$ cat config.mk
export PLATFORM = sky130hd
export DESIGN_NAME = conv_pass_sequencer_flat
export DESIGN_NICKNAME = d
export VERILOG_FILES = /design/src/rtl/conv_ctrl_pkg.sv /design/src/rtl/conv_pass_sequencer_if.sv /design/src/rtl/unit_handshake_tracker.sv /design/src/rtl/conv_pass_sequencer.sv /design/src/flat_wrapper.sv
export SDC_FILE = /design/constraint.sdc
export NUM_CORES = 1
export LEC_CHECK = 0
export ABC_AREA = 1
export CAP_MARGIN = 30
export CORE_MARGIN = 3
export CORE_UTILIZATION = 49
export DETAILED_ROUTE_END_ITERATION = 10
export HOLD_SLACK_MARGIN = 0.03
export PLACE_DENSITY = 0.86
export REMOVE_ABC_BUFFERS = 1
export SLEW_MARGIN = 20
export SYNTH_ARGS = -nofsm -noshare
export SYNTH_HDL_FRONTEND = slang
export SYNTH_SLANG_ARGS = --single-unit
$ cat constraint.sdc
create_clock -name clk -period 2 [get_ports clk]
set_input_delay 0.4 -clock clk [delete_from_list [all_inputs] [get_ports clk]]
set_output_delay 0.4 -clock clk [all_outputs]
set_load 0.02 [all_outputs]
$ cat src/rtl/conv_ctrl_pkg.sv
// Shared definitions for the convolution-array control path.
// Provides the sequencer state type, the default unit count and the
// bit positions of each controlled unit inside the per-unit vectors.
package conv_ctrl_pkg;

  localparam int N_UNITS_DEF = 11;

  // Unit index map used by every per-unit control vector
  localparam int PE0_IDX = 0;
  localparam int PE1_IDX = 1;
  localparam int PE2_IDX = 2;
  localparam int PE3_IDX = 3;
  localparam int PE4_IDX = 4;
  localparam int PE5_IDX = 5;
  localparam int PE6_IDX = 6;
  localparam int PE7_IDX = 7;
  localparam int PE8_IDX = 8;
  localparam int ADD_IDX = 9;
  localparam int MEM_IDX = 10;

  typedef enum logic [1:0] {
    IDLE  = 2'd0,
    ISSUE = 2'd1,
    WAIT  = 2'd2,
    RESP  = 2'd3
  } seq_state_t;

endpackage

$ cat src/rtl/conv_pass_sequencer_if.sv
// Bundle of the sequencer's host start/done channel and the per-unit
// go/ack/done control lines.
//   master : host + array side (drives start, done_ready, unit_ack, unit_done)
//   slave  : sequencer side (drives start_ready, done token, unit_go, status)
interface conv_pass_sequencer_if #(
  parameter int N_UNITS = 11,
  parameter int PASS_W  = 4
);
  logic               start_valid;
  logic               start_ready;
  logic [PASS_W-1:0]  num_pass;
  logic [N_UNITS-1:0] unit_go;
  logic [N_UNITS-1:0] unit_ack;
  logic [N_UNITS-1:0] unit_done;
  logic               done_valid;
  logic               done_ready;
  logic               done_err;
  logic               busy;
  logic [PASS_W-1:0]  pass_idx;

  modport master (
    output start_valid, num_pass, done_ready, unit_ack, unit_done,
    input  start_ready, unit_go, done_valid, done_err, busy, pass_idx
  );

  modport slave (
    input  start_valid, num_pass, done_ready, unit_ack, unit_done,
    output start_ready, unit_go, done_valid, done_err, busy, pass_idx
  );
endinterface

$ cat src/rtl/unit_handshake_tracker.sv
// Per-unit go/ack/done bookkeeping for one pass of the sequencer.
// Ports:
//   clk, rst_n    clock, async active-low reset
//   i_clear       start of a new pass: both mask bits drop, go re-arms
//   i_issue_en    sequencer will be in ISSUE next cycle
//   i_capture_en  sequencer is in ISSUE or WAIT (done is recorded)
//   i_ack, i_done unit's go acceptance and completion
//   o_go          registered go request to the unit
//   o_ack_set     ack mask bit including an acceptance on this edge
//   o_done_set    done mask bit including a done on this edge
module unit_handshake_tracker (
  input  logic clk,
  input  logic rst_n,
  input  logic i_clear,
  input  logic i_issue_en,
  input  logic i_capture_en,
  input  logic i_ack,
  input  logic i_done,
  output logic o_go,
  output logic o_ack_set,
  output logic o_done_set
);

  logic r_go;
  logic r_ack;
  logic r_done;

  // Merged mask values; reported before clear so the parent's pass
  // decision never depends on its own clear.
  assign o_ack_set  = r_ack  | (r_go & i_ack);
  assign o_done_set = r_done | (i_capture_en & i_done);
  assign o_go       = r_go;

  // Mask bits and go request; go falls the cycle after its acceptance
  always_ff @(posedge clk or negedge rst_n) begin
    if (!rst_n) begin
      r_go   <= 1'b0;
      r_ack  <= 1'b0;
      r_done <= 1'b0;
    end else if (i_clear) begin
      r_go   <= i_issue_en;
      r_ack  <= 1'b0;
      r_done <= 1'b0;
    end else begin
      r_go   <= i_issue_en & ~o_ack_set;
      r_ack  <= o_ack_set;
      r_done <= o_done_set;
    end
  end

endmodule

$ cat src/rtl/conv_pass_sequencer.sv
// Multi-pass sequencer for the 3x3-filter / 5x5-mapper convolution array.
// Accepts one start token, runs num_pass passes (0 treated as 1), each pass
// issuing go to every unit and collecting a done from every unit, then
// returns one done token (done_err = 1 when a pass exceeded TIMEOUT cycles).
// Ports:
//   clk, rst_n  clock, async active-low reset
//   bus         slave view of conv_pass_sequencer_if (start/done channel,
//               unit_go/unit_ack/unit_done, busy, pass_idx)
module conv_pass_sequencer
  import conv_ctrl_pkg::*;
#(
  parameter int              N_UNITS = N_UNITS_DEF,
  parameter int              PASS_W  = 4,
  parameter int              TO_W    = 16,
  parameter logic [TO_W-1:0] TIMEOUT = 16'hFFFF
) (
  input logic                  clk,
  input logic                  rst_n,
  conv_pass_sequencer_if.slave bus
);

  localparam logic [PASS_W-1:0] PASS_ONE = {{(PASS_W-1){1'b0}}, 1'b1};
  localparam logic [TO_W-1:0]   TIME_ONE = {{(TO_W-1){1'b0}}, 1'b1};

  seq_state_t        r_state;
  seq_state_t        w_state_nxt;
  logic [PASS_W-1:0] r_np;
  logic [PASS_W-1:0] r_pass_idx;
  logic [TO_W-1:0]   r_timer;
  logic              r_done_valid;
  logic              r_done_err;

  logic [N_UNITS-1:0] w_go;
  logic [N_UNITS-1:0] w_ack_set;
  logic [N_UNITS-1:0] w_done_set;
  logic w_clear, w_issue_en, w_capture_en;
  logic w_start_xfer, w_resp_xfer, w_timeout, w_last_pass;
  logic w_ack_all, w_done_all, w_pass_ok;

  assign w_start_xfer = bus.start_valid & (r_state == IDLE);
  assign w_resp_xfer  = r_done_valid & bus.done_ready;
  assign w_timeout    = (r_timer == TIMEOUT);
  assign w_last_pass  = (r_pass_idx == (r_np - PASS_ONE));
  assign w_ack_all    = &w_ack_set;
  assign w_done_all   = &w_done_set;
  assign w_pass_ok    = (r_state == WAIT) & w_done_all;
  assign w_issue_en   = (w_state_nxt == ISSUE);
  assign w_capture_en = (r_state == ISSUE) | (r_state == WAIT);

  genvar g;
  for (g = 0; g < N_UNITS; g++) begin : g_trk
    unit_handshake_tracker u_trk (
      .clk          (clk),
      .rst_n        (rst_n),
      .i_clear      (w_clear),
      .i_issue_en   (w_issue_en),
      .i_capture_en (w_capture_en),
      .i_ack        (bus.unit_ack[g]),
      .i_done       (bus.unit_done[g]),
      .o_go         (w_go[g]),
      .o_ack_set    (w_ack_set[g]),
      .o_done_set   (w_done_set[g])
    );
  end

  // Next state; in WAIT, completion is tested before the timeout so it wins a tie
  always_comb begin
    w_state_nxt = r_state;
    w_clear     = 1'b0;
    case (r_state)
      IDLE: begin
        if (w_start_xfer) begin
          w_state_nxt = ISSUE;
          w_clear     = 1'b1;
        end else begin
          w_state_nxt = IDLE;
        end
      end
      ISSUE: begin
        if (w_timeout) begin
          w_state_nxt = RESP;
        end else if (w_ack_all) begin
          w_state_nxt = WAIT;
        end else begin
          w_state_nxt = ISSUE;
        end
      end
      WAIT: begin
        if (w_done_all) begin
          if (w_last_pass) begin
            w_state_nxt = RESP;
          end else begin
            w_state_nxt = ISSUE;
            w_clear     = 1'b1;
          end
        end else if (w_timeout) begin
          w_state_nxt = RESP;
        end else begin
          w_state_nxt = WAIT;
        end
      end
      RESP: begin
        if (w_resp_xfer) begin
          w_state_nxt = IDLE;
        end else begin
          w_state_nxt = RESP;
        end
      end
      default: w_state_nxt = IDLE;
    endcase
  end

  // State register, pass counter, pass timer and the registered done token
  always_ff @(posedge clk or negedge rst_n) begin
    if (!rst_n) begin
      r_state      <= IDLE;
      r_np         <= PASS_ONE;
      r_pass_idx   <= {PASS_W{1'b0}};
      r_timer      <= {TO_W{1'b0}};
      r_done_valid <= 1'b0;
      r_done_err   <= 1'b0;
    end else begin
      r_state <= w_state_nxt;
      case (r_state)
        IDLE: begin
          if (w_start_xfer) begin
            r_np       <= (bus.num_pass == {PASS_W{1'b0}}) ? PASS_ONE : bus.num_pass;
            r_pass_idx <= {PASS_W{1'b0}};
            r_timer    <= {TO_W{1'b0}};
          end
        end
        ISSUE, WAIT: begin
          // On abort pass_idx is left at the failing pass for debug
          if (w_state_nxt == RESP) begin
            r_done_valid <= 1'b1;
            r_done_err   <= ~w_pass_ok;
          end else if (w_clear) begin
            r_pass_idx <= r_pass_idx + PASS_ONE;
            r_timer    <= {TO_W{1'b0}};
          end else begin
            r_timer <= r_timer + TIME_ONE;
          end
        end
        RESP: begin
          if (w_resp_xfer) begin
            r_done_valid <= 1'b0;
            r_done_err   <= 1'b0;
            r_pass_idx   <= {PASS_W{1'b0}};
          end
        end
        default: r_state <= IDLE;
      endcase
    end
  end

  assign bus.start_ready = (r_state == IDLE);
  assign bus.busy        = (r_state != IDLE);
  assign bus.unit_go     = w_go;
  assign bus.done_valid  = r_done_valid;
  assign bus.done_err    = r_done_err;
  assign bus.pass_idx    = r_pass_idx;

endmodule

$ cat src/flat_wrapper.sv
// flat-port wrapper written by rule: the top's interface ports become plain ports
module conv_pass_sequencer_flat import conv_ctrl_pkg::*;
#(
  parameter int              N_UNITS = N_UNITS_DEF,
  parameter int              PASS_W  = 4,
  parameter int              TO_W    = 16,
  parameter logic [TO_W-1:0] TIMEOUT = 16'hFFFF
)
  (clk, rst_n, bus_start_valid, bus_num_pass, bus_done_ready, bus_unit_ack, bus_unit_done, bus_start_ready, bus_unit_go, bus_done_valid, bus_done_err, bus_busy, bus_pass_idx);
  conv_pass_sequencer_if #(.N_UNITS(N_UNITS), .PASS_W(PASS_W)) bus_i ();
  input logic clk;
  input logic rst_n;
  input wire logic [$bits(bus_i.start_valid)-1:0] bus_start_valid;
  input wire logic [$bits(bus_i.num_pass)-1:0] bus_num_pass;
  input wire logic [$bits(bus_i.done_ready)-1:0] bus_done_ready;
  input wire logic [$bits(bus_i.unit_ack)-1:0] bus_unit_ack;
  input wire logic [$bits(bus_i.unit_done)-1:0] bus_unit_done;
  output wire logic [$bits(bus_i.start_ready)-1:0] bus_start_ready;
  output wire logic [$bits(bus_i.unit_go)-1:0] bus_unit_go;
  output wire logic [$bits(bus_i.done_valid)-1:0] bus_done_valid;
  output wire logic [$bits(bus_i.done_err)-1:0] bus_done_err;
  output wire logic [$bits(bus_i.busy)-1:0] bus_busy;
  output wire logic [$bits(bus_i.pass_idx)-1:0] bus_pass_idx;
  assign bus_i.start_valid = bus_start_valid;
  assign bus_i.num_pass = bus_num_pass;
  assign bus_i.done_ready = bus_done_ready;
  assign bus_i.unit_ack = bus_unit_ack;
  assign bus_i.unit_done = bus_unit_done;
  assign bus_start_ready = bus_i.start_ready;
  assign bus_unit_go = bus_i.unit_go;
  assign bus_done_valid = bus_i.done_valid;
  assign bus_done_err = bus_i.done_err;
  assign bus_busy = bus_i.busy;
  assign bus_pass_idx = bus_i.pass_idx;
  conv_pass_sequencer #(.N_UNITS(N_UNITS), .PASS_W(PASS_W), .TO_W(TO_W), .TIMEOUT(TIMEOUT)) u_core (.clk(clk), .rst_n(rst_n), .bus(bus_i));
endmodule
* After elaboration in Yosys (flattened, before gate mapping)
Index checks and enable logic that the tools add are counted.
** Word-level totals
- Flip-flop bits (word level) :: 61
- Word-level logic and storage cells :: 197
** Operators by class
- Muxes and demuxes :: 60
- Bitwise gates (word level) :: 71
- Equality and inequality tests :: 12
- $add $sub $neg :: 3
- Reduce and logical (&&, ||, !) cells :: 12
** Operators by type and width (count)
- $mux W16 :: 3
- $mux W1 :: 41
- $and A1 B1 Y1 :: 36
- $pmux W16 S2 :: 1
- $or A1 B1 Y1 :: 23
- $reduce_and A11 Y1 :: 2
- $mux W4 :: 5
- $add A16 B1 Y16 const B :: 1
- $eq A16 B16 Y1 const B :: 1
- $not A1 Y1 :: 12
- $pmux W4 S3 :: 1
- $mux W2 :: 5
- $pmux W2 S4 :: 1
- $eq A2 B2 Y1 const B :: 3
- $ne A2 B1 Y1 const B :: 3
- $pmux W1 S2 :: 3
- $reduce_and A3 Y1 :: 2
- $reduce_bool A2 Y1 :: 3
- $add A4 B1 Y4 const B :: 1
- $eq A2 B1 Y1 const B :: 2
- $eq A4 B4 Y1 :: 1
- $logic_not A4 Y1 :: 1
- $ne A2 B2 Y1 const B :: 2
- $reduce_and A4 Y1 :: 1
- other kinds (4) :: 4

* Depth between registers and ports, before layout
Gate-level depths: netlist of the first run.
- Depth in word-level cells :: 10
- Mapped depth :: 18
- Mapped depth without buffers :: 16

* Modules after synthesis
Synthesis of the first run repeated with hierarchy kept, for this count alone.
** Second synthesis, totals
- Cells, all modules :: 450
- Area total of the unflattened synthesis :: 3455.8 µm²
** By module, submodules not included
- conv_pass_sequencer :: area each 2038.2 µm², cells each 296, instances 1
- unit_handshake_tracker :: area each 128.9 µm², cells each 14, instances 11

* Least setup slack after synthesis of the first run
OpenSTA, ideal clock, no wires.
- Path type :: register to register
- Start point :: register u_core.r_state[0]
- End point :: register u_core.r_timer[11]
- Buffers on the path :: 3
- Clock period less this slack :: 2.123 ns
- Cell stages (with the launch flop) :: 19
- Arrival :: 2.006 ns
- Library setup time :: 0.117 ns
- Slack :: -0.123 ns
- Cell sequence :: dfrtp_1 -> inv_1 -> ha_1 -> buf_6 -> buf_8 -> nand2_1 -> nand2_1 -> nand2_1 -> nor2_2 -> inv_1 -> nor2_2 -> nand2_1 -> nand2_1 -> nand3_2 -> nand4_4 -> nand3_4 -> buf_6 -> nand2_1 -> nand2_1
** On the way
- Longest elaborated chain between the ends :: 10
- Elaborated cells on any way between the ends :: 44
- Those cells by class :: 6 x eq/ne; 9 x mux; 24 x bitwise; 5 x reduce/logical
** Ends and longest elaborated chain
- start: declaration :: RTL line conv_pass_sequencer.sv:25 : seq_state_t r_state;
- start signal: assignment :: RTL line conv_pass_sequencer.sv:123 : r_state <= w_state_nxt;
- $eq A2 B1 Y1 or $eq A2 B2 Y1 (tied branches) :: RTL line conv_pass_sequencer.sv:48, conv_pass_sequencer.sv:70, conv_pass_sequencer.sv:124
- $or A1 B1 Y1 :: RTL line conv_pass_sequencer.sv:48 : assign w_capture_en = (r_state == ISSUE) | (r_state == WAIT);
- $and A1 B1 Y1 :: RTL line unit_handshake_tracker.sv:31 : assign o_done_set = r_done | (i_capture_en & i_done);
- $or A1 B1 Y1 :: RTL line unit_handshake_tracker.sv:31
- $reduce_and A11 Y1 :: RTL line conv_pass_sequencer.sv:45 : assign w_done_all = &w_done_set;
- $mux W2 or $mux W1 (tied branches) :: RTL line conv_pass_sequencer.sv:89 : if (w_done_all) begin
- $pmux W2 S4 or $pmux W1 S2 (tied branches) :: RTL line conv_pass_sequencer.sv:70 : case (r_state)
- $eq A2 B2 Y1 or $mux W16 (tied branches) :: RTL line conv_pass_sequencer.sv:134, conv_pass_sequencer.sv:137
- $ne A2 B2 Y1 (no source line) or $mux W16 (tied branches)
- $reduce_and A3 Y1 (no source line) or $pmux W16 S2 (tied branches)
- end signal: assignment :: RTL line conv_pass_sequencer.sv:129 : r_timer <= {TO_W{1'b0}};
- end signal: assignment :: RTL line conv_pass_sequencer.sv:139 : r_timer <= {TO_W{1'b0}};
- end signal: assignment :: RTL line conv_pass_sequencer.sv:141 : r_timer <= r_timer + TIME_ONE;
- end: declaration :: RTL line conv_pass_sequencer.sv:29 : logic [TO_W-1:0] r_timer;
Several ways; a longest one is shown, not always the timed one. The select of a mux whose other input is x is not followed.
A chain may end at the register's enable or synchronous reset.

* Worst setup path in the final report of the first run
- Start point :: register u_core.r_state[1]
- End point :: register u_core.g_trk[1].u_trk.r_go
** On the way
- Longest elaborated chain between the ends :: 10
- Elaborated cells on any way between the ends :: 38
- Those cells by class :: 4 x eq/ne; 7 x mux; 25 x bitwise; 2 x reduce/logical
** Ends and longest elaborated chain
- $eq A2 B1 Y1 or $eq A2 B2 Y1 (tied branches) :: RTL line conv_pass_sequencer.sv:48, conv_pass_sequencer.sv:70
- $or A1 B1 Y1 :: RTL line conv_pass_sequencer.sv:48
- $and A1 B1 Y1 :: RTL line unit_handshake_tracker.sv:31
- $or A1 B1 Y1 :: RTL line unit_handshake_tracker.sv:31
- $reduce_and A11 Y1 :: RTL line conv_pass_sequencer.sv:45
- $mux W2 :: RTL line conv_pass_sequencer.sv:89
- $pmux W2 S4 :: RTL line conv_pass_sequencer.sv:70
- $eq A2 B1 Y1 :: RTL line conv_pass_sequencer.sv:47 : assign w_issue_en = (w_state_nxt == ISSUE);
- $and A1 B1 Y1 :: RTL line unit_handshake_tracker.sv:45 : r_go <= i_issue_en & ~o_ack_set;
- $mux W1 * :: RTL line unit_handshake_tracker.sv:40 : end else if (i_clear) begin
- end signal: assignment :: RTL line unit_handshake_tracker.sv:41 : r_go <= i_issue_en;
- end signal: assignment :: RTL line unit_handshake_tracker.sv:45
- end: declaration :: RTL line unit_handshake_tracker.sv:24 : logic r_go;
Mark *: on every way between the ends. The rest lies on a longest branch, timed or not.

==> impl_results.md, run 1 <==
* Die outline width at slightly below 90 µm
* Violated checks: setup timing
* Share of Yosys cell area claimed by the top area cell type at 0.446
* Total die area at 7900 µm²
* Kind of start point of the critical path: flip-flop
* Proportion of synthesized chip area in sequential cells at 0.454
* Leading cell types by total area after synthesis: sky130_fd_sc_hd__dfrtp_1, sky130_fd_sc_hd__nand2_1, sky130_fd_sc_hd__inv_1, sky130_fd_sc_hd__nor2_1, sky130_fd_sc_hd__nand4_1
* Final setup TNS at -17150 ps
* Worst-Margin Slew at 356 ps
* Tightest slew margin relative to the limit at 0.761
* Most common library cell in the layout ignoring fill and taps: sky130_fd_sc_hd__nand2_1
* Synth Area in Adders at 0.0298
* Worst vdd ir at 1020 µV
* Post-CTS clock slew at the launch and capture registers of the worst setup and hold paths at 90 ps
* Root buffer cell: sky130_fd_sc_hd__clkbuf_8
* Layout area overhead at 45.4%
* First-pass GRT wire length at ~15 mm
* CTS max path bufs at 2
* Maximum clock rate at 410 MHz
* Diodes inserted at 0
* Total global routing track utilization at 0.239
* Worst-case clock skew at about 17 ps
* Path class of the lowest-slack min-delay path: in -> async
* Slowest-stage cell, CP: sky130_fd_sc_hd__dfrtp_1
* Synthesized area per cell at 7.70 µm²
* Leakage at 2.38 nW
* Crit-path cells: inv_2 > ha_4 > buf_12 > nand2_4 > nand2_2 > nand2_1 > nor2_4 > nand2_2 > nor2_4 > nand2_1 > nand2_1 > nand3_2 > buf_6 > nand2_4 > nand2_4 > clkbuf_16 > nor2_4
* Critical Path AT at between 2000 and 3000 ps
* Antenna violations before repair at 0
* Number of max-capacitance violations reported at 0
* Total of flip-flops plus latches after synthesis at slightly above 60
* Overall Power at approximately 0.0074 W
* Worst reg2reg startpoint: u_core.r_state[1]$_DFF_PN0_
* Routed length per instance at between 15 and 20 µm
* Power Density at roughly 1500 nW/µm²
* Largest area contributor in the synthesized netlist: sky130_fd_sc_hd__dfrtp_1
* Basic-gate share of the synthesized area counting and, or, nand and nor cells at 0.322
* CTS tree: done
* Area of the multi-input gates at about 1800 µm²
* Share of cell area taken by muxes after synthesis at 0
* Synth Area in Compound Gates at 0.0469
* Period Utilization, post-route at 1.22
* Detailed Route WL at 11.5 mm
* Outcome: finished, violations left
* Cell depth of the worst flop-to-flop path at 17
* DRC Markers at 0
* Final critical delay including setup and external delays at 2440 ps
* Number of sinks driven by the clock tree at 61
* Post-synthesis cell count at approximately 440
* Yosys warns at 0
* Synthesized area at approximately 3400 µm²
* Fin area at 4890 µm²
* Sequential cell area at around 1500 µm²
* Clock latency at the later pin of the worst-skew pair at between 300 and 400 ps
* Maximum number of pins on one net before global-route repair at between 60 and 70
* Die span in y at between 80 and 90 µm
* PnR worst setup slack at -440 ps
* Worst reg-to-reg setup slack at -440 ps
* Number of max-slew violations in the final report at 0
* Largest fanout of any net on the critical path at 6
* Total placed instance area at approximately 4100 µm²
* Detail Route Antenna Nets at 0
* Xor and xnor area share after synthesis at 0.0364
* Count of standard-cell rows at 29
* Post-DP HPWL at about 6 mm
* Required @ worst endpoint at about 2300 ps
* Level count of the clock H-tree at 3
* Number of I/O port buffers at 48
* Critical setup path kind: reg -> reg
* Setup violation total in the final timing report at 56
* Routability congestion estimate at 0.862
* Number of fillers in the final layout at 373
* Drt initial violations at 419
* R2R Path End: u_core.g_trk[1].u_trk.o_go$_DFF_PN0_
* Placeable Area at roughly 6500 µm²
* Post-DR vias/cell at 5.84
* Most frequent cells in the layout: sky130_fd_sc_hd__nand2_1, sky130_fd_sc_hd__dfrtp_1, sky130_fd_sc_hd__clkdlybuf4s50_1
* Initial core utilization at 0.518
* Final-stage net count at ~570
* RSZ-0062 raised after global routing: yes
* Synth cell types at 28
* Total congestion overflow at 0
* CP endpoint kind: flip-flop
* Fraction of layout cells with a size suffix above 1 at 0.306
* Vias in the first global route at around 3300
* Number of top-level pins at 49
* Number of optimization iterations in the first detailed-route pass at 5
* Fin. Hold Viols at 0
* Vias at about 3600
* Largest family of logic cells by synthesized area: simple AND/OR/NAND/NOR gates
* Total clock buffers created by CTS at 9
* Peak per-stage delay on the critical path at roughly 400 ps
report_power, final:
group          internal [W]  total, W  switching, W
Sequential          0.00170   0.00199      0.000288
Combinational       0.00169   0.00401       0.00232
Clock              0.000834   0.00140      0.000566
flip-flops by register name, indices dropped and copies added, names as in the netlist:
| register | cells |
|---|---|
| u_core.r_np | 4 |
| u_core.bus.pass_idx | 4 |
| u_core.g_trk.u_trk.r_ack | 11 |
| u_core.r_state | 2 |
| u_core.bus.done_valid | 1 |
| u_core.r_timer | 16 |
| u_core.g_trk.u_trk.r_done | 11 |
| u_core.g_trk.u_trk.o_go | 11 |
| u_core.bus.done_err | 1 |
metal layers:
metal | track usage | up-vias | wire [µm]
met5 | 0 | - | 0
met3 | 0.0382 | 66 | 686
li1 | - | 1546 | -
met2 | 0.426 | 217 | 6130
met4 | 0.113 | 0 | 715
met1 | 0.279 | 1729 | 4010
how the worst max path moves through the flow:
stage	startpoint	endpoint	depth (start not counted)
finish	u_core.r_state[1]$_DFF_PN0_	u_core.g_trk[1].u_trk.o_go$_DFF_PN0_	17
global route	u_core.r_state[1]$_DFF_PN0_	u_core.r_timer[1]$_DFFE_PN0P_	16
floorplan	u_core.r_state[0]$_DFF_PN0_	u_core.bus.pass_idx[0]$_DFFE_PN0P_	13
global placement	u_core.r_state[0]$_DFF_PN0_	u_core.r_timer[13]$_DFFE_PN0P_	16
CTS	u_core.r_state[1]$_DFF_PN0_	u_core.r_timer[1]$_DFFE_PN0P_	14
detailed placement	u_core.r_state[1]$_DFF_PN0_	u_core.r_timer[1]$_DFFE_PN0P_	16
what timing repair did:
action                     4_1_cts  5_1_grt
resized for setup               10      108
setup endpoints to repair       51       56
buffers inserted                 4        8
gates cloned                     1        1
hold buffers                     0        0
pin swaps                        9       21
logic make-up after synthesis:
group	count (synthesis)
xor+xnor	14
flops	61
fa+ha+maj	8
simple gates	247
buf+inv	76
compound gates	31
layout make-up:
class | instances | area share
Clock inverter | 7 | 0.0253
Multi-Input combinational cell | 301 | 0.377
Sequential cell | 61 | 0.312
Inverter | 52 | 0.0399
Tap cell | 77 | 0.0197
Clock buffer | 9 | 0.0253
Timing Repair Buffer | 102 | 0.200
Yosys cell counts:
cell and number:
sky130_fd_sc_hd__xor2_1 7, sky130_fd_sc_hd__dfrtp_1 60, sky130_fd_sc_hd__or2_2 1, sky130_fd_sc_hd__nand4_1 23, sky130_fd_sc_hd__clkinv_1 1, sky130_fd_sc_hd__nand4_4 1
sky130_fd_sc_hd__and2_1 1, sky130_fd_sc_hd__nor2_1 50, sky130_fd_sc_hd__buf_6 3, sky130_fd_sc_hd__inv_1 51, sky130_fd_sc_hd__buf_2 4, sky130_fd_sc_hd__clkbuf_1 3
sky130_fd_sc_hd__nand3_2 3, sky130_fd_sc_hd__nand2_1 139, sky130_fd_sc_hd__a21oi_1 24, sky130_fd_sc_hd__o21ai_0 5, sky130_fd_sc_hd__nor3_1 6, sky130_fd_sc_hd__dfstp_2 1
sky130_fd_sc_hd__nand3b_1 1, sky130_fd_sc_hd__nand2_2 1, sky130_fd_sc_hd__nand3_4 1, sky130_fd_sc_hd__xnor2_1 7, sky130_fd_sc_hd__nand3_1 16, sky130_fd_sc_hd__nor2_2 4
sky130_fd_sc_hd__buf_8 1, sky130_fd_sc_hd__buf_4 13, sky130_fd_sc_hd__a31oi_1 2, sky130_fd_sc_hd__ha_1 8
critical path: cells and delay by family (launching register included):
kind          cells  cell delay (ps)
flops             1              400
fa+ha+maj         1              300
simple gates     12             1090
buf+inv           4              560
metrics by stage:
step	utilization	worst slack [ps]	instances	hold slack [ps]
final	0.753	-440	609	53.1
after global placement	0.637	-151	580	431
after global routing	0.753	-571	609	82.4
after floorplan	-	-434	413	104
after detailed placement	0.637	-274	580	434
after CTS	0.684	-190	600	56.4
(Power assumes the default switching activity.)
==> inputs of run 2 (changes only) <==
--- a/config.mk
+++ b/config.mk
@@ -13,6 +13,7 @@
 export HOLD_SLACK_MARGIN = 0.03
 export PLACE_DENSITY = 0.86
 export REMOVE_ABC_BUFFERS = 1
+export SKIP_LAST_GASP = 1
 export SLEW_MARGIN = 20
 export SYNTH_ARGS = -nofsm -noshare
 export SYNTH_HDL_FRONTEND = slang
==> run 2 against run 1 <==
The flow still finishes with violations (setup timing). Sequential share of layout area grew 0.080 points. First-iteration DRC count is 10% higher. Combinational power barely moved. Routed wire length barely moved. Setup slack worse by 31 ps. Die area stayed put. Clock-buffer cell count stayed put. Non-clock buffer count did not move. Flip-flop and latch count is the same. Critical path depth down 1. Critical path type unchanged. Critical endpoint is now u_core.r_timer[11]$_DFFE_PN0P_.
==> impl_results.md, run 2 (synthesized netlist as in run 1, its figures left out) <==
* Post-CTS clock slew at the launch and capture registers of the worst setup and hold paths at roughly 90 ps
* Fraction of layout cells with a size suffix above 1 at 0.293
* Fin. Hold Viols at 0
* Path class of the lowest-slack min-delay path: in -> async
* Required @ worst endpoint at 2230 ps
* Number of fillers in the final layout at 377
* Period Utilization, post-route at 1.24
* Routed length per instance at 19.0 µm
* DRC Markers at 0
* PnR worst setup slack at -471 ps
* Initial core utilization at 0.518
* Drt initial violations at 462
* Vias in the first global route at 3263
* Number of I/O port buffers at 48
* Setup slack after placement at -274 ps
* Placed cell count at slightly below 600
* Total clock buffers created by CTS at 9
* Utilization of the core after routing at 0.751
* Count of standard-cell rows at 29
* Antenna violations before repair at 0
* Flip-flop count of the largest register, all copies and words added at 16
* Clock latency at the later pin of the worst-skew pair at around 360 ps
* Kind of start point of the critical path: flip-flop
* Most frequent cells in the layout: sky130_fd_sc_hd__nand2_1, sky130_fd_sc_hd__dfrtp_1, sky130_fd_sc_hd__inv_1
* CP endpoint kind: flip-flop
* Leakage at ~2.4 nW
* Routability congestion estimate at between 0.8 and 0.9
* Number of sinks driven by the clock tree at 61
* Post-DR vias/cell at between 5 and 6
* Power Density at 1510 nW/µm²
* Die outline width at about 89 µm
* Outcome: finished, violations left
* Placeable Area at around 6500 µm²
* Die span in y at between 80 and 90 µm
* Number of optimization iterations in the first detailed-route pass at 6
* Number of top-level pins at a little under 50
* Setup violation total in the final timing report at 57
* Final-stage net count at 565
* Critical Path AT at roughly 2700 ps
* Total global routing track utilization at 0.239
* Worst-Margin Slew at around 350 ps
* Tightest slew margin relative to the limit at 0.766
* Layout area overhead at 45.1%
* Number of max-slew violations in the final report at 0
* Total congestion overflow at 0
* Detailed Route WL at 11.5 mm
* Register name with the most flops: u_core.r_timer
* RSZ-0062 raised after global routing: yes
* Diodes inserted at 0
* CTS tree: done
* CTS max path bufs at 2
* Final critical delay including setup and external delays at between 2000 and 2500 ps
* Violated checks: setup timing
* Non-filler instance count after layout at between 600 and 700
* Number of max-capacitance violations reported at 0
* Critical setup path kind: reg -> reg
* Total die area at 7900 µm²
* Detail Route Antenna Nets at 0
* Worst-case clock skew at 17.1 ps
* First-pass GRT wire length at between 10 and 15 mm
* Most common library cell in the layout ignoring fill and taps: sky130_fd_sc_hd__nand2_1
* Post-DP HPWL at about 6 mm
* Largest fanout of any net on the critical path at 8
* Level count of the clock H-tree at 3
* Maximum number of pins on one net before global-route repair at 62
* Maximum clock rate at between 400 and 500 MHz
* Root buffer cell: sky130_fd_sc_hd__clkbuf_8
* Worst vdd ir at a little over 1000 µV
* Vias at about 3500
run 2: cell types whose count changed in the layout (fill, tap and decap cells not counted):
| cell | previous run | this run |
|---|---|---|
| sky130_fd_sc_hd__nor2_2 | 7 | 5 |
| sky130_fd_sc_hd__inv_1 | 44 | 46 |
| sky130_fd_sc_hd__nor2_1 | 32 | 34 |
| sky130_fd_sc_hd__nand2_2 | 25 | 22 |
| sky130_fd_sc_hd__inv_2 | 7 | 5 |
| sky130_fd_sc_hd__nand2_1 | 103 | 106 |
run 2: power breakdown:
group	internal [W]	total, W	switching (W)
combinational	0.00168	0.00398	0.00230
clock	0.000834	0.00139	0.000558
sequential	0.00170	0.00199	0.000288
run 2: repair_timing:
action | in CTS | in global routing
hold buffers | 0 | 0
buffers inserted | 4 | 8
resized for setup | 10 | 101
setup endpoints to repair | 51 | 56
pin swaps | 9 | 21
gates cloned | 1 | 1
run 2: cell type report:
| type | instances | area, µm² | share of cell area |
|---|---|---|---|
| Clock buffer | 9 | 124 | 0.0254 |
| Multi-Input combinational cell | 301 | 1830 | 0.376 |
| Timing Repair Buffer | 102 | 981 | 0.201 |
| Clock inverter | 7 | 124 | 0.0254 |
| Inverter | 52 | 195 | 0.0400 |
| Sequential cell | 61 | 1530 | 0.313 |
| Tap cell | 77 | 96.3 | 0.0197 |
run 2: metal layers:
| metal | vias to the layer above | global-route usage | routed length (µm) |
|---|---|---|---|
| met5 | - | 0 | 0 |
| met4 | 0 | 0.113 | 779 |
| met3 | 76 | 0.0382 | 729 |
| met2 | 224 | 0.426 | 6110 |
| met1 | 1698 | 0.279 | 3920 |
| li1 | 1544 | - | - |
run 2: metrics by stage:
step / TNS (ps) / power [W] / hold WS, ps / area (µm²)
after floorplan: -13320 / 0.00348 / 104 / 3190
after global placement: -4410 / 0.00461 / 431 / 4140
after detailed placement: -8050 / 0.00477 / 434 / 4140
after CTS: -4790 / 0.00621 / 56.4 / 4440
after global routing: -24040 / 0.00769 / 80.2 / 4880
final: -17990 / 0.00736 / 67.7 / 4880
run 2: path summary, 6_finish.rpt:
| path | from | end | slack, ps | depth (start not counted) |
|---|---|---|---|---|
| setup / recovery | u_core.r_state[1]$_DFF_PN0_ | u_core.r_timer[11]$_DFFE_PN0P_ | -470 | 16 |
| hold / removal | rst_n | u_core.g_trk[5].u_trk.r_ack$_DFF_PN0_ | 70 | 2 |
| setup reg to reg | u_core.r_state[1]$_DFF_PN0_ | u_core.r_timer[11]$_DFFE_PN0P_ | -470 | 16 |
| hold reg to reg | u_core.r_timer[5]$_DFFE_PN0P_ | u_core.r_timer[5]$_DFFE_PN0P_ | 520 | 2 |
| max in group asynchronous | rst_n | u_core.r_np[0]$_DFFE_PN1P_ | 1620 | 2 |
| min in group clk | u_core.r_timer[5]$_DFFE_PN0P_ | u_core.r_timer[5]$_DFFE_PN0P_ | 520 | 2 |
run 2: critical path, stage by stage, from the launching register on:
cell and delay (ps):
sky130_fd_sc_hd__dfrtp_1 400, sky130_fd_sc_hd__inv_2 70, sky130_fd_sc_hd__ha_4 300, sky130_fd_sc_hd__buf_12 150, sky130_fd_sc_hd__nand2_4 60, sky130_fd_sc_hd__nand2_2 60
sky130_fd_sc_hd__nand2_1 90, sky130_fd_sc_hd__nor2_4 110, sky130_fd_sc_hd__nand2_2 70, sky130_fd_sc_hd__nor2_4 120, sky130_fd_sc_hd__nand2_1 100, sky130_fd_sc_hd__nand2_1 100
sky130_fd_sc_hd__nand3_2 130, sky130_fd_sc_hd__nand4_4 190, sky130_fd_sc_hd__nand3_4 190, sky130_fd_sc_hd__nand2_2 120, sky130_fd_sc_hd__nand2_1 80
==> inputs of run 3 (changes only) <==
--- a/config.mk
+++ b/config.mk
@@ -7,7 +7,7 @@
 export LEC_CHECK = 0
 export ABC_AREA = 1
 export CAP_MARGIN = 30
-export CORE_MARGIN = 3
+export CORE_MARGIN = 5
 export CORE_UTILIZATION = 49
 export DETAILED_ROUTE_END_ITERATION = 10
 export HOLD_SLACK_MARGIN = 0.03
==> run 3 against run 2 <==
The flow still finishes with violations (setup timing). Non-clock buffer count grew 8. Hold slack worse by 45 ps. Routed wire length is 9.8% lower. Clock-buffer cell count stayed put. Cell count grew 1.8%. First-iteration DRC count down 17%. Final area fell by 1.0%. Flip-flop and latch count is the same. Power decreased by 8.6%. Core utilization down 3.6 points. Clock skew fell by 7.2 ps. Via count is 3.5% lower. Critical path type unchanged.
==> impl_results.md, run 3 (synthesized netlist as in run 1, its figures left out) <==
* Violated checks: setup timing
* Maximum number of pins on one net before global-route repair at 24
* Worst reg2reg startpoint: u_core.r_state[1]$_DFF_PN0_
* Crit-path cells: inv_2 > ha_4 > buf_8 > nand2_4 > nand2_2 > nand2_2 > nor2_4 > nand2_1 > nor2_2 > nand2_2 > nand2_2 > nand3_4 > nand4_4 > buf_12 > nand3_4 > nand2_1 > nand2_1
* Utilization of the core after routing at 0.715
* Diodes inserted at 0
* Register name with the most flops: u_core.r_timer
* Leakage at between 2 and 2.5 nW
* Required @ worst endpoint at 2240 ps
* Critical setup path kind: reg -> reg
* DRC Markers at 0
* Worst vdd ir at 1150 µV
* CTS max path bufs at 2
* Peak per-stage delay on the critical path at around 360 ps
* Number of sinks driven by the clock tree at a little over 60
* Number of I/O port buffers at 48
* Total global routing track utilization at 0.203
* Worst-Margin Slew at between 600 and 700 ps
* PnR worst setup slack at -346 ps
* Post-CTS clock slew at the launch and capture registers of the worst setup and hold paths at approximately 80 ps
* R2R Path End: u_core.r_timer[8]$_DFFE_PN0P_
* Post-DR vias/cell at around 5.5
* Most common library cell in the layout ignoring fill and taps: sky130_fd_sc_hd__nand2_1
* Final setup TNS at -13210 ps
* Count of standard-cell rows at 30
* Flip-flop count of the largest register, all copies and words added at 16
* First-pass GRT wire length at between 10 and 15 mm
* Root buffer cell: sky130_fd_sc_hd__clkbuf_8
* Final critical delay including setup and external delays at between 2000 and 2500 ps
* Die span in y at slightly above 90 µm
* CTS tree: done
* Cell internal power dissipation at approximately 0.004 W
* Critical Path AT at ~2600 ps
* Slowest-stage cell, CP: sky130_fd_sc_hd__dfrtp_1
* Fin. Hold Viols at 0
* Share of total power in the clock network at 0.181
* Final-stage net count at about 570
* Total die area at between 8000 and 9000 µm²
* Detail Route Antenna Nets at 0
* Power Density at around 1400 nW/µm²
* Tightest slew margin relative to the limit at 0.584
* Initial core utilization at 0.498
* CP endpoint kind: flip-flop
* Maximum clock rate at between 400 and 500 MHz
* Worst reg-to-reg setup slack at -350 ps
* Clock latency at the later pin of the worst-skew pair at about 360 ps
* Total clock buffers created by CTS at 9
* Placeable Area at approximately 6800 µm²
* Detailed Route WL at 10.4 mm
* Most common cell on crit path: sky130_fd_sc_hd__nand2_2
* Vias at ~3400
* Level count of the clock H-tree at 3
* RSZ-0062 raised after global routing: yes
* Total congestion overflow at 0
* Fraction of layout cells with a size suffix above 1 at 0.263
* Kind of start point of the critical path: flip-flop
* Overall Power at between 0.006 and 0.007 W
* Number of max-capacitance violations reported at 0
* Most frequent cells in the layout: sky130_fd_sc_hd__nand2_1, sky130_fd_sc_hd__dfrtp_1, sky130_fd_sc_hd__buf_4
* Combinational share of power at 0.530
* Number of optimization iterations in the first detailed-route pass at 5
* Setup violation total in the final timing report at 57
* Path class of the lowest-slack min-delay path: in -> async
* Routed length per instance at 16.8 µm
* Largest fanout of any net on the critical path at 8
* Number of max-slew violations in the final report at 0
* Vias in the first global route at 3144
* Routability congestion estimate at 0.853
* Number of top-level pins at 49
* Worst-case clock skew at approximately 9.9 ps
* Period Utilization, post-route at 1.17
* Layout area overhead at 43.6%
* Total net switching power at 0.00279 W
* Drt initial violations at 385
* Outcome: finished, violations left
* Antenna violations before repair at 0
* Post-DP HPWL at 5.70 mm
* Setup slack after placement at -304 ps
* Cell depth of the worst flop-to-flop path at 17
* Placed cell count at around 590
* Switching part of the total at 0.414
* Non-filler instance count after layout at 620
* Die outline width at just over 90 µm
* Sequential power share at 0.289
-- run 3: what timing repair did --
action | CTS | global route
hold buffers | 0 | 0
pin swaps | 9 | 21
gates cloned | 2 | 1
endpoints found under the setup margin | 55 | 57
setup buffers | 5 | 9
gates resized for setup | 10 | 63
-- run 3: per-stage QoR --
stage,instance area (µm²),hold slack [ps]
6_report,4830,23.0
4_1_cts,4500,43.4
5_1_grt,4830,59.7
3_3_place_gp,4180,405
3_5_place_dp,4180,415
2_1_floorplan,3190,104
-- run 3: how the worst max path moves through the flow --
stage,startpoint,to,slack (ps)
2_1_floorplan,u_core.r_state[0]$_DFF_PN0_,u_core.bus.pass_idx[0]$_DFFE_PN0P_,-430
3_3_place_gp,u_core.r_state[0]$_DFF_PN0_,u_core.r_timer[0]$_DFFE_PN0P_,-210
3_5_place_dp,u_core.r_state[0]$_DFF_PN0_,u_core.r_timer[2]$_DFFE_PN0P_,-300
4_1_cts,u_core.r_state[1]$_DFF_PN0_,u_core.r_timer[2]$_DFFE_PN0P_,-260
5_1_grt,u_core.r_state[0]$_DFF_PN0_,u_core.r_timer[15]$_DFFE_PN0P_,-470
6_report,u_core.r_state[1]$_DFF_PN0_,u_core.r_timer[8]$_DFFE_PN0P_,-350
-- run 3: power by group through the flow --
| stage | Clock [W] | Combinational [W] | Sequential, W |
|---|---|---|---|
| 2_1_floorplan | 0 | 0.00137 | 0.00211 |
| 3_3_place_gp | 0 | 0.00269 | 0.00191 |
| 3_5_place_dp | 0 | 0.00279 | 0.00193 |
| 4_1_cts | 0.00119 | 0.00288 | 0.00192 |
| 5_1_grt | 0.00129 | 0.00384 | 0.00200 |
| 6_report | 0.00122 | 0.00356 | 0.00195 |
-- run 3: critical path: cells and delay by family (launching register included) --
| family | cells | cell delay (ps) |
|---|---|---|
| DFF | 1 | 360 |
| buffers and inverters | 3 | 330 |
| and+or+nand+nor | 13 | 1230 |
| adders and majority gates | 1 | 290 |
-- run 3: area by class of cell --
| type | count | area, µm² |
|---|---|---|
| clock buffers | 9 | 124 |
| repair buffers | 110 | 1090 |
| well taps | 80 | 100 |
| fillers | 444 | 1920 |
| clock inverters | 7 | 90.1 |
| flip-flops and latches | 61 | 1530 |
| multi-input cells | 301 | 1710 |
| inverters | 52 | 195 |
-- run 3: metal layers --
metal | GRT usage | vias to the layer above | wire length [µm]
met3 | 0.0366 | 48 | 578
met4 | 0.0940 | 0 | 389
li1 | - | 1563 | -
met2 | 0.366 | 166 | 5580
met5 | 0 | - | 0
met1 | 0.232 | 1640 | 3860
